--- src/rtl/fifo_drain_pkg.sv ---
// Shared FIFO constants and helpers used by the FIFO and its drain logic.
package fifo_drain_pkg;

    // Width of the completed-packet counter.
    localparam int PKT_CNT_W = 16;
    // Width of the in-packet word index.
    localparam int BEAT_W    = 8;
    // Occupancy width of the 2-entry output buffer (0..2).
    localparam int OCC_W     = 2;

    // Advance the in-packet word index, wrapping after the last word.
    function automatic logic [BEAT_W-1:0] next_beat(input logic [BEAT_W-1:0] beat,
                                                    input logic [BEAT_W-1:0] last_beat);
        return (beat == last_beat) ? '0 : beat + 1'b1;
    endfunction

endpackage

--- src/rtl/fifo_drain_skid_buf2.sv ---
// 2-entry in-order buffer: push appends at the tail, pop removes the head.
module skid_buf2
    import fifo_drain_pkg::*;
#(
    parameter int DATA_WIDTH = 8
) (
    input  logic                  clk,
    input  logic                  reset,
    input  logic                  push,
    input  logic [DATA_WIDTH-1:0] push_data,
    input  logic                  pop,
    output logic [OCC_W-1:0]      occ,
    output logic [DATA_WIDTH-1:0] head_data
);

    logic [OCC_W-1:0]      occ_q, occ_d;
    logic [DATA_WIDTH-1:0] ent0_q, ent0_d;
    logic [DATA_WIDTH-1:0] ent1_q, ent1_d;

    // Next-state: ent0 is always the head, ent1 the second-oldest word.
    always_comb begin
        occ_d  = occ_q;
        ent0_d = ent0_q;
        ent1_d = ent1_q;
        case ({push, pop})
            2'b10: begin
                if (occ_q == 2'd0) ent0_d = push_data;
                else               ent1_d = push_data;
                occ_d = occ_q + 2'd1;
            end
            2'b01: begin
                ent0_d = ent1_q;
                occ_d  = occ_q - 2'd1;
            end
            2'b11: begin
                // Occupancy unchanged; the new word lands behind whatever remains.
                if (occ_q == 2'd2) begin
                    ent0_d = ent1_q;
                    ent1_d = push_data;
                end else begin
                    ent0_d = push_data;
                end
            end
            default: ;
        endcase
    end

    // Occupancy register; the only buffer state that needs reset.
    always_ff @(posedge clk) begin
        if (reset) occ_q <= '0;
        else       occ_q <= occ_d;
    end

    // Data entries carry no reset; they are ignored while occupancy says empty.
    always_ff @(posedge clk) begin
        ent0_q <= ent0_d;
        ent1_q <= ent1_d;
    end

    assign occ       = occ_q;
    assign head_data = ent0_q;

    // The read controller must never push into a full buffer without a pop.
    a_no_overflow: assert property (@(posedge clk) disable iff (reset)
        !(push && !pop && occ_q == 2'd2));

endmodule

--- src/rtl/fifo_drain.sv ---
// Drains an upstream FIFO (1-cycle read latency) into a packetised
// valid/ready stream, counting completed packets.
module fifo_drain
    import fifo_drain_pkg::*;
#(
    parameter int DATA_WIDTH = 8,
    parameter int PKT_LEN    = 4
) (
    input  logic                  clk,
    input  logic                  reset,
    input  logic                  enable,
    output logic                  fifo_rd_en,
    input  logic [DATA_WIDTH-1:0] fifo_rd_data,
    input  logic                  fifo_rd_val,
    output logic [DATA_WIDTH-1:0] m_data,
    output logic                  m_valid,
    output logic                  m_last,
    input  logic                  m_ready,
    output logic [PKT_CNT_W-1:0]  pkt_count
);

    if (PKT_LEN < 1 || PKT_LEN > 256) begin : g_bad_pkt_len
        $error("fifo_drain: PKT_LEN must be in 1..256");
    end

    localparam logic [BEAT_W-1:0] LAST_BEAT = BEAT_W'(PKT_LEN - 1);

    logic                 inflight_q, inflight_d;
    logic [BEAT_W-1:0]    beat_q, beat_d;
    logic [PKT_CNT_W-1:0] pkt_count_q, pkt_count_d;
    logic [OCC_W-1:0]     occ;
    logic                 push, pop;
    logic [2:0]           committed;

    // Read data is only trusted the cycle after our own request; rd_val
    // from the FIFO can sit high when nothing was asked for.
    assign push = inflight_q & fifo_rd_val;
    assign pop  = m_valid & m_ready;

    // Slots already claimed after this cycle's pop: buffered plus in flight.
    assign committed  = {1'b0, occ} + {2'b00, inflight_q} - {2'b00, pop};
    assign fifo_rd_en = enable & ~reset & (committed < 3'd2);

    skid_buf2 #(.DATA_WIDTH(DATA_WIDTH)) u_buf (
        .clk       (clk),
        .reset     (reset),
        .push      (push),
        .push_data (fifo_rd_data),
        .pop       (pop),
        .occ       (occ),
        .head_data (m_data)
    );

    assign m_valid = (occ != '0);
    assign m_last  = m_valid & (beat_q == LAST_BEAT);

    // Next-state for read tracking, in-packet index and packet counter.
    always_comb begin
        inflight_d  = fifo_rd_en;
        beat_d      = beat_q;
        pkt_count_d = pkt_count_q;
        if (pop) begin
            beat_d = next_beat(beat_q, LAST_BEAT);
            if (m_last) pkt_count_d = pkt_count_q + 1'b1;
        end
    end

    // Control registers; reset discards any in-flight read and restarts the packet.
    always_ff @(posedge clk) begin
        if (reset) begin
            inflight_q  <= 1'b0;
            beat_q      <= '0;
            pkt_count_q <= '0;
        end else begin
            inflight_q  <= inflight_d;
            beat_q      <= beat_d;
            pkt_count_q <= pkt_count_d;
        end
    end

    assign pkt_count = pkt_count_q;

endmodule
--- config.mk ---
export PLATFORM = sky130hd
export DESIGN_NAME = fifo_drain
export DESIGN_NICKNAME = d
export VERILOG_FILES = /design/src/rtl/fifo_drain_pkg.sv /design/src/rtl/fifo_drain_skid_buf2.sv /design/src/rtl/fifo_drain.sv
export SDC_FILE = /design/constraint.sdc
export NUM_CORES = 1
export LEC_CHECK = 0
export BUFFER_PORTS_ARGS = -buffer_cell sky130_fd_sc_hd__buf_2
export CORE_MARGIN = 2
export CORE_UTILIZATION = 42
export DETAILED_ROUTE_END_ITERATION = 10
export GPL_ROUTABILITY_DRIVEN = 0
export HOLD_SLACK_MARGIN = 0.12
export PLACE_DENSITY_LB_ADDON = 0.08
export SYNTH_ARGS = -nofsm -noshare
export SYNTH_HDL_FRONTEND = slang
export SYNTH_SLANG_ARGS = --single-unit
--- constraint.sdc ---
create_clock -name clk -period 3.65 [get_ports clk]
set_clock_uncertainty 0.1 [all_clocks]
set_input_delay 0.73 -clock clk [delete_from_list [all_inputs] [get_ports clk]]
set_output_delay 0.73 -clock clk [all_outputs]
set_load 0.01 [all_outputs]
==> impl_metrics.env, run 1 <==
export IMPL_outcome="finished, final reports clean"
export IMPL_setup_worst_path_class="input pin to output port"
export IMPL_detail_route_antenna_nets=0
export IMPL_postSynthAreaPerCell_um2=10.30
export IMPL_p_per_area_nw_per_um2=484.5
export IMPL_synth_warnings=0
export IMPL_dpl_cell_area_um2=2172
export IMPL_max_freq_mhz=311.9
export IMPL_synth_cell_types=34
export IMPL_drt_iter0_markers=98
export IMPL_yosysTopAreaCell="dfxtp_1"
export IMPL_layout_nets=248
export IMPL_syn_to_final_growth_pct=17.61
export IMPL_grt_max_degree=22
export IMPL_wl_per_cell_um=14.73
export IMPL_start_kind="input pin"
export IMPL_synth_top_family_by_area="simple AND/OR/NAND/NOR gates"
export IMPL_switchingPower_uw=324.7
export IMPL_yosys_mux_area_fraction_pct=0.5198
export IMPL_setup_tns_ns=0
export IMPL_p_sw_share_pct=29.59
export IMPL_die_height_um=71.71
export IMPL_clk_latency_ns=0.30
export IMPL_synth_most_common_cell="dfxtp_1"
export IMPL_synth_edf_count=16
export IMPL_clk_pin_slew_ns=0.09
export IMPL_layout_min_cycle_time_ns=3.207
export IMPL_netlist_instances=187
export IMPL_drt_first_pass_iters=4
export IMPL_io_buffer_count=39
export IMPL_ir_worst_vdd_uv=267.0
export IMPL_power_frac_seq_pct=52.7
export IMPL_maxSlewHeadroom_pct=20.62
export IMPL_syn_area_um2=1926
export IMPL_r2r_cells=5
export IMPL_root_buffer="clkbuf_8"
export IMPL_ys_ff_latch=43
export IMPL_synth_compound_area_share_pct=13.39
export IMPL_h_tree_depth=2
export IMPL_vias=1581
export IMPL_whs_ns=0.3833
export IMPL_synthArstFlopShare_pct=0
export IMPL_synth_xor_area_share_pct=6.368
export IMPL_synth_flop_cell="dfxtp_1"
export IMPL_place_hpwl_um=3031
export IMPL_fin_area_um2=2265
export IMPL_synth_net_count=207
export IMPL_worstSetupEndpointType="output port"
export IMPL_comb_power_share_pct=18.4
export IMPL_maxCapViolCount=0
export IMPL_ys_seq_area_share_pct=53.02
export IMPL_fin_cells=281
export IMPL_routed_wl_um=4140
export IMPL_ioPinCount=40
export IMPL_antenna_found_initial=0
export IMPL_drive_above_1_share_pct=22.27
export IMPL_drc=0
export IMPL_drv_slew=0
export IMPL_dp_cells=273
export IMPL_initial_core_util_pct=43.92
export IMPL_total_leakage_power_uw=0.0008826
export IMPL_fin_crit_sh_pct=87.85
export IMPL_grt_pass1_wl_um=6941
export IMPL_crit_required_ns=2.82
export IMPL_grt_ovfl_total=0
export IMPL_grt_usage_pct=17.30
export IMPL_worstMarginPinSlew_ns=1.178
export IMPL_hold_depth=2
export IMPL_hold_viol=0
export IMPL_synth_top_cell_area_share_pct=28.07
export IMPL_ctsHoldBuffers=0
export IMPL_rows=24
export IMPL_cts_buffer_depth=2
export IMPL_setup_viol=0
export IMPL_dieArea_um2=5142
export IMPL_cp_arrival_ns=2.38
export IMPL_crit_fanout=3
export IMPL_cellInternalPower_uw=772.6
export IMPL_clockPowerShare_pct=28.8
export IMPL_grt_pass1_vias=1537
export IMPL_yosys_top_cells_area="dfxtp_1 (28%), edfxtp_1 (25%), xor2_1 (4.5%), a21oi_1 (4.2%), ha_1 (3.9%)"
export IMPL_core_um2=4384
export IMPL_clock_sinks=43
export IMPL_synth_commonest_cells="dfxtp_1 (27), a21oi_1 (16), edfxtp_1 (16), nor2_1 (15), nand2_1 (14)"
export IMPL_die_w_um=71.71
export IMPL_finalPower_uw=1097
export IMPL_synth_adder_area_share_pct=4.938
export IMPL_diodes=0
export IMPL_synthSimpleGateAreaFrac_pct=19.10
export IMPL_cts_tree="built"
export IMPL_postCtsSetupBuffers=0
export IMPL_via_per_inst=5.626
export IMPL_worstHoldPathType="flop to flop"
export IMPL_rsz0062_at_grt="no"
export IMPL_cts_resized=0
export IMPL_cts_buffers=5
## cells by family after synthesis
group,after synthesis
multiplexers,1
flip-flops,43
adder cells (fa/ha/maj),7
buffers and inverters,13
AND/OR/NAND/NOR,69
AO/OA/AOI/OAI,40
XOR/XNOR,14
## registers in the layout, summed over array words and instances (netlist names)
signal,count
pkt_count,16
u_buf.ent1_q,8
inflight_q,1
beat_q,8
u_buf.occ,2
u_buf.head_data,8
## power by group through the flow
stage          clock network (µW)  registers, µW  logic, µW
6_report                      316            579        202
5_1_grt                       345            583        229
4_1_cts                       324            579        205
3_5_place_dp                    0            590        203
3_3_place_gp                    0            589        195
2_1_floorplan                   0            588        131
## routing by layer
layer,GRT usage [%],vias to the layer above,part of all wire [%]
li1,-,778,-
met2,29.32,39,49
met4,6.289,0,1.8
met1,21.15,757,45
met3,4.641,7,4.8
met5,0,-,0
## area by class of cell
cell class | instances | area (µm²)
fillers | 419 | 2120
clock inverters | 3 | 23.77
multi-input cells | 131 | 853.3
clock buffers | 5 | 68.82
inverters | 6 | 22.52
well taps | 52 | 65.06
repair buffers | 41 | 210.2
flip-flops and latches | 43 | 1021
## layout by cell type, fill, tap and decap left out, drive strengths merged, types with 4 or more instances in the layout
| cell | netlist | layout |
|---|---|---|
| or4 | 7 | 7 |
| nor2 | 15 | 15 |
| nand4 | 8 | 8 |
| dfxtp | 27 | 27 |
| or3 | 7 | 7 |
| nand2 | 14 | 14 |
| nand3 | 5 | 5 |
| edfxtp | 16 | 16 |
| o21ai | 7 | 7 |
| o31ai | 6 | 6 |
| buf | 1 | 41 |
| xor2 | 10 | 10 |
| clkbuf | 6 | 5 |
| nor3 | 4 | 4 |
| a21oi | 16 | 16 |
| ha | 6 | 6 |
| a22o | 8 | 8 |
| xnor2 | 4 | 4 |
| inv | 5 | 6 |
## final timing paths
kind | from | endpoint | slack [ns]
worst max-delay path | m_ready | fifo_rd_en | 0.44
worst min-delay path | beat_q[1]$_SDFFE_PP0P_ | beat_q[1]$_SDFFE_PP0P_ | 0.38
worst max register to register | beat_q[0]$_SDFFE_PP0P_ | pkt_count[15]$_SDFFE_PP0P_ | 0.81
worst min register to register | beat_q[1]$_SDFFE_PP0P_ | beat_q[1]$_SDFFE_PP0P_ | 0.38
## stage by stage
stage	utilization, %	setup WS, ns
3_5_place_dp	49.54	0.4396
6_report	51.66	0.4434
3_3_place_gp	49.54	0.4948
2_1_floorplan	-	0.2538
5_1_grt	51.66	0.3232
4_1_cts	51.66	0.4339
## critical path, stage by stage
cell	delay, ns
buf_2	0.12
o21ai_1	0.11
clkinv_1	0.11
ha_1	0.28
nand2b_1	0.16
fa_1	0.37
xor2_1	0.16
nor3_1	0.17
buf_2	0.16
No activity file was read; power rests on OpenSTA's default activity.
==> run 2: changes to the inputs <==
- RECOVER_POWER: default -> 25
==> impl_metrics.env, run 2 (synthesis results as in run 1) <==
export IMPL_p_per_area_nw_per_um2=487.3
export IMPL_layout_commonest_cell="dfxtp_1"
export IMPL_worstHoldPathType="flop to flop"
export IMPL_core_um2=4384
export IMPL_fin_util_pct=51.11
export IMPL_start_kind="input pin"
export IMPL_grt_max_degree=22
export IMPL_via_per_inst=5.655
export IMPL_rsz0062_at_grt="no"
export IMPL_drv_slew=0
export IMPL_crit_required_ns=2.82
export IMPL_dieArea_um2=5142
export IMPL_layout_common_cells="dfxtp_1 (27), buf_2 (20), clkbuf_1 (19)"
export IMPL_setup_viol=0
export IMPL_cp_arrival_ns=2.38
export IMPL_drive_above_1_share_pct=13.97
export IMPL_critPathLaunch="m_ready"
export IMPL_routed_wl_um=4145
export IMPL_root_buffer="clkbuf_8"
export IMPL_crit_fanout=3
export IMPL_setup_tns_ns=0
export IMPL_syn_to_final_growth_pct=16.37
export IMPL_ioPinCount=40
export IMPL_clk_pin_slew_ns=0.09
export IMPL_antenna_found_initial=0
export IMPL_worstMarginPinSlew_ns=1.191
export IMPL_initial_core_util_pct=43.92
export IMPL_hold_viol=0
export IMPL_io_buffer_count=39
export IMPL_grt_ovfl_total=0
export IMPL_grt_pass1_vias=1537
export IMPL_diodes=0
export IMPL_cts_buffers=5
export IMPL_die_w_um=71.71
export IMPL_total_leakage_power_uw=0.0008219
export IMPL_top_layer="met4"
export IMPL_hold_depth=2
export IMPL_dr_wl_met3_um=202
export IMPL_cts_resized=0
export IMPL_r2r_cells=5
export IMPL_wl_met2_um=2013
export IMPL_wl_per_cell_um=14.75
export IMPL_layout_nets=248
export IMPL_largest_reg_flops=16
export IMPL_place_hpwl_um=3031
export IMPL_drt_iter0_markers=98
export IMPL_rows=24
export IMPL_grt_usage_pct=17.30
export IMPL_ctsHoldBuffers=0
export IMPL_grt_pass1_wl_um=6941
export IMPL_vias=1589
export IMPL_clk_latency_ns=0.30
export IMPL_max_freq_mhz=311.8
export IMPL_cts_tree="built"
export IMPL_layout_min_cycle_time_ns=3.207
export IMPL_drt_first_pass_iters=4
export IMPL_ir_worst_vdd_uv=265.6
export IMPL_outcome="finished, final reports clean"
export IMPL_worstSetupEndpointType="output port"
export IMPL_clock_sinks=43
export IMPL_maxSlewHeadroom_pct=19.75
export IMPL_detail_route_antenna_nets=0
export IMPL_maxCapViolCount=0
export IMPL_h_tree_depth=2
export IMPL_die_height_um=71.71
export IMPL_setup_worst_path_class="input pin to output port"
export IMPL_cts_buffer_depth=2
export IMPL_r2r_start="beat_q[0]$_SDFFE_PP0P_"
export IMPL_drc=0
export IMPL_wl_met1_um=1849
export IMPL_postCtsSetupBuffers=0
export IMPL_min_from="beat_q[1]$_SDFFE_PP0P_"
export IMPL_fin_crit_sh_pct=87.85
==> run 2: changes by cell type in the layout (fill, tap and decap cells not counted) <==
| cell | previous run | this run |
|---|---|---|
| clkbuf_1 | 0 | 19 |
| buf_2 | 39 | 20 |
==> run 2: report_power, final <==
group          internal (µW)  switching [µW]
combinational           75.9             121
clock                    137             179
sequential               554            25.2
total                    767             325
==> run 2: worst paths after layout <==
| path | endpoint | slack (ns) |
|---|---|---|
| max | fifo_rd_en | 0.44 |
| min | beat_q[1]$_SDFFE_PP0P_ | 0.38 |
| max reg2reg | pkt_count[15]$_SDFFE_PP0P_ | 0.81 |
| min reg2reg | beat_q[1]$_SDFFE_PP0P_ | 0.38 |
==> run 2: final cells by class <==
type | instances | area [µm²]
fill | 430 | 2143
sequential | 43 | 1021
multi-input combinational | 131 | 853.3
timing repair buffer | 41 | 186.4
clock buffer | 5 | 68.82
tap | 52 | 65.06
clock inverter | 3 | 23.77
inverter | 6 | 22.52
==> run 2: metal layers <==
metal | vias up | track usage, %
met1 | 763 | 21.15
met2 | 37 | 29.32
met4 | 0 | 6.289
met5 | - | 0
li1 | 780 | -
met3 | 9 | 4.641
==> run 2: worst max-delay path, stage by stage <==
cell	delay, ns
buf_2	0.12
o21ai_1	0.11
clkinv_1	0.11
ha_1	0.28
nand2b_1	0.16
fa_1	0.37
xor2_1	0.16
nor3_1	0.17
buf_2	0.16
==> run 2: through the flow <==
stage          instances  power [µW]  hold slack (ns)  area, µm²  worst slack, ns
3_5_place_dp         273       793.2           0.3711       2172           0.4396
2_1_floorplan        187       718.8           0.3536       1926           0.2538
3_3_place_gp         273       784.1           0.3581       2172           0.4948
6_report             281        1092           0.3833       2241           0.4433
4_1_cts              281        1108           0.3840       2265           0.4339
5_1_grt              281        1151           0.4078       2241           0.3232
==> run 3: changes to the inputs <==
- CTS_CLUSTER_SIZE: default -> 12
- clock period: 3.65 -> 3.8 ns (I/O delays scaled with it)
==> impl_metrics.env, run 3 (synthesis results as in run 1) <==
export IMPL_top_layer="met4"
export IMPL_crit_required_ns=2.94
export IMPL_cts_tree="built"
export IMPL_postCtsSetupBuffers=0
export IMPL_place_hpwl_um=2913
export IMPL_start_kind="input pin"
export IMPL_clk_pin_slew_ns=0.08
export IMPL_drt_first_pass_iters=4
export IMPL_ioPinCount=40
export IMPL_slowest_stage="fa_1"
export IMPL_layout_common_cells="dfxtp_1 (27), buf_2 (27), a21oi_1 (16), edfxtp_1 (16), nor2_1 (15)"
export IMPL_h_tree_depth=2
export IMPL_vias=1577
export IMPL_wl_met2_um=1997
export IMPL_dpl_cell_area_um2=2180
export IMPL_crit_chain="buf_2, o21ai_1, clkinv_1, ha_1, nand2b_1, fa_1, xor2_1, nor3_1, buf_2"
export IMPL_outcome="finished, final reports clean"
export IMPL_via_per_inst=5.592
export IMPL_initial_core_util_pct=43.92
export IMPL_layout_min_cycle_time_ns=3.268
export IMPL_grt_ovfl_total=0
export IMPL_io_buffer_count=39
export IMPL_hold_depth=2
export IMPL_drc=0
export IMPL_root_buffer="clkbuf_8"
export IMPL_drv_slew=0
export IMPL_slowest_delay_ns=0.37
export IMPL_die_w_um=71.71
export IMPL_fin_crit_sh_pct=85.99
export IMPL_r2r_cells=5
export IMPL_dp_cells=274
export IMPL_clock_sinks=43
export IMPL_path_buf_inv=3
export IMPL_grt_pass1_wl_um=7003
export IMPL_grt_max_degree=22
export IMPL_fillCellCount=425
export IMPL_hold_viol=0
export IMPL_routed_wl_um=4077
export IMPL_maxSlewHeadroom_pct=55.87
export IMPL_rsz0062_at_grt="no"
export IMPL_cpMostUsedCell="buf_2"
export IMPL_antenna_found_initial=0
export IMPL_crit_cells=9
export IMPL_maxCapViolCount=0
export IMPL_total_leakage_power_uw=0.0008511
export IMPL_cts_buffer_depth=2
export IMPL_dr_wl_met3_um=275
export IMPL_setup_tns_ns=0
export IMPL_largest_reg_flops=16
export IMPL_fin_util_pct=51.23
export IMPL_setup_worst_path_class="input pin to output port"
export IMPL_dieArea_um2=5142
export IMPL_rows=24
export IMPL_wl_met1_um=1763
export IMPL_setup_viol=0
export IMPL_cts_buffers=5
export IMPL_p_per_area_nw_per_um2=460.6
export IMPL_worstHoldPathType="flop to flop"
export IMPL_fin_area_um2=2246
export IMPL_worstSetupEndpointType="output port"
export IMPL_fin_cells=282
export IMPL_cts_resized=0
export IMPL_drt_iter0_markers=113
export IMPL_worstMarginPinSlew_ns=0.6596
export IMPL_wl_per_cell_um=14.46
export IMPL_syn_to_final_growth_pct=16.63
export IMPL_drive_above_1_share_pct=16.52
export IMPL_path_delay_family="adder cells"
export IMPL_crit_fanout=3
export IMPL_whs_ns=0.3853
export IMPL_die_height_um=71.71
export IMPL_grt_pass1_vias=1521
export IMPL_ir_worst_vdd_uv=283.5
export IMPL_clk_latency_ns=0.30
export IMPL_diodes=0
export IMPL_layout_nets=249
export IMPL_cp_arrival_ns=2.41
export IMPL_max_freq_mhz=306.0
export IMPL_detail_route_antenna_nets=0
export IMPL_grt_usage_pct=17.50
export IMPL_ctsHoldBuffers=0
export IMPL_core_um2=4384
-- run 3: changes by cell type in the layout (fill, tap and decap cells not counted) --
cell	previous run	this run
clkbuf_1	19	14
inv_6	1	0
buf_2	20	27
clkinvlp_4	2	1
clkinv_2	0	1
-- run 3: worst register-to-register path, stage by stage (launching register included) --
cell and delay [ns]:
dfxtp_1 0.37, ha_1 0.26, or4b_4 0.50, or4_1 0.80, or4_1 0.60, a21oi_1 0.17
-- run 3: where the power goes --
part,internal (µW),leakage (µW),total [µW],switching [µW]
logic,76.6,0.000445,192,116
clock network,129,0.0000412,287,159
registers,531,0.000365,555,23.6
-- run 3: final cells by class --
cell class	instances	area [µm²]	share of cell area [%]
flip-flops and latches	43	1021	45.46
clock inverters	2	12.51	0.5571
repair buffers	42	198.9	8.858
well taps	52	65.06	2.897
inverters	6	22.52	1.003
multi-input cells	131	853.3	37.99
clock buffers	6	72.57	3.231
-- run 3: final timing paths --
kind                                from  slack [ns]                   endpoint
setup / recovery                 m_ready        0.53                 fifo_rd_en
hold / removal    beat_q[1]$_SDFFE_PP0P_        0.39     beat_q[1]$_SDFFE_PP0P_
setup reg to reg  beat_q[0]$_SDFFE_PP0P_        0.93  pkt_count[9]$_SDFFE_PP0P_
hold reg to reg   beat_q[1]$_SDFFE_PP0P_        0.39     beat_q[1]$_SDFFE_PP0P_
-- run 3: metal layers --
layer,track usage [%],up-vias
li1,-,772
met1,21.09,747
met2,29.53,54
met3,5.063,4
met4,6.709,0
met5,0,-
-- run 3: metrics by stage --
step / worst slack, ns / power (µW)
after floorplan: 0.3438 / 690.4
after global placement: 0.5850 / 757.5
after detailed placement: 0.5216 / 767.0
after CTS: 0.5200 / 1057
final: 0.5324 / 1035
after global routing: 0.4137 / 1097
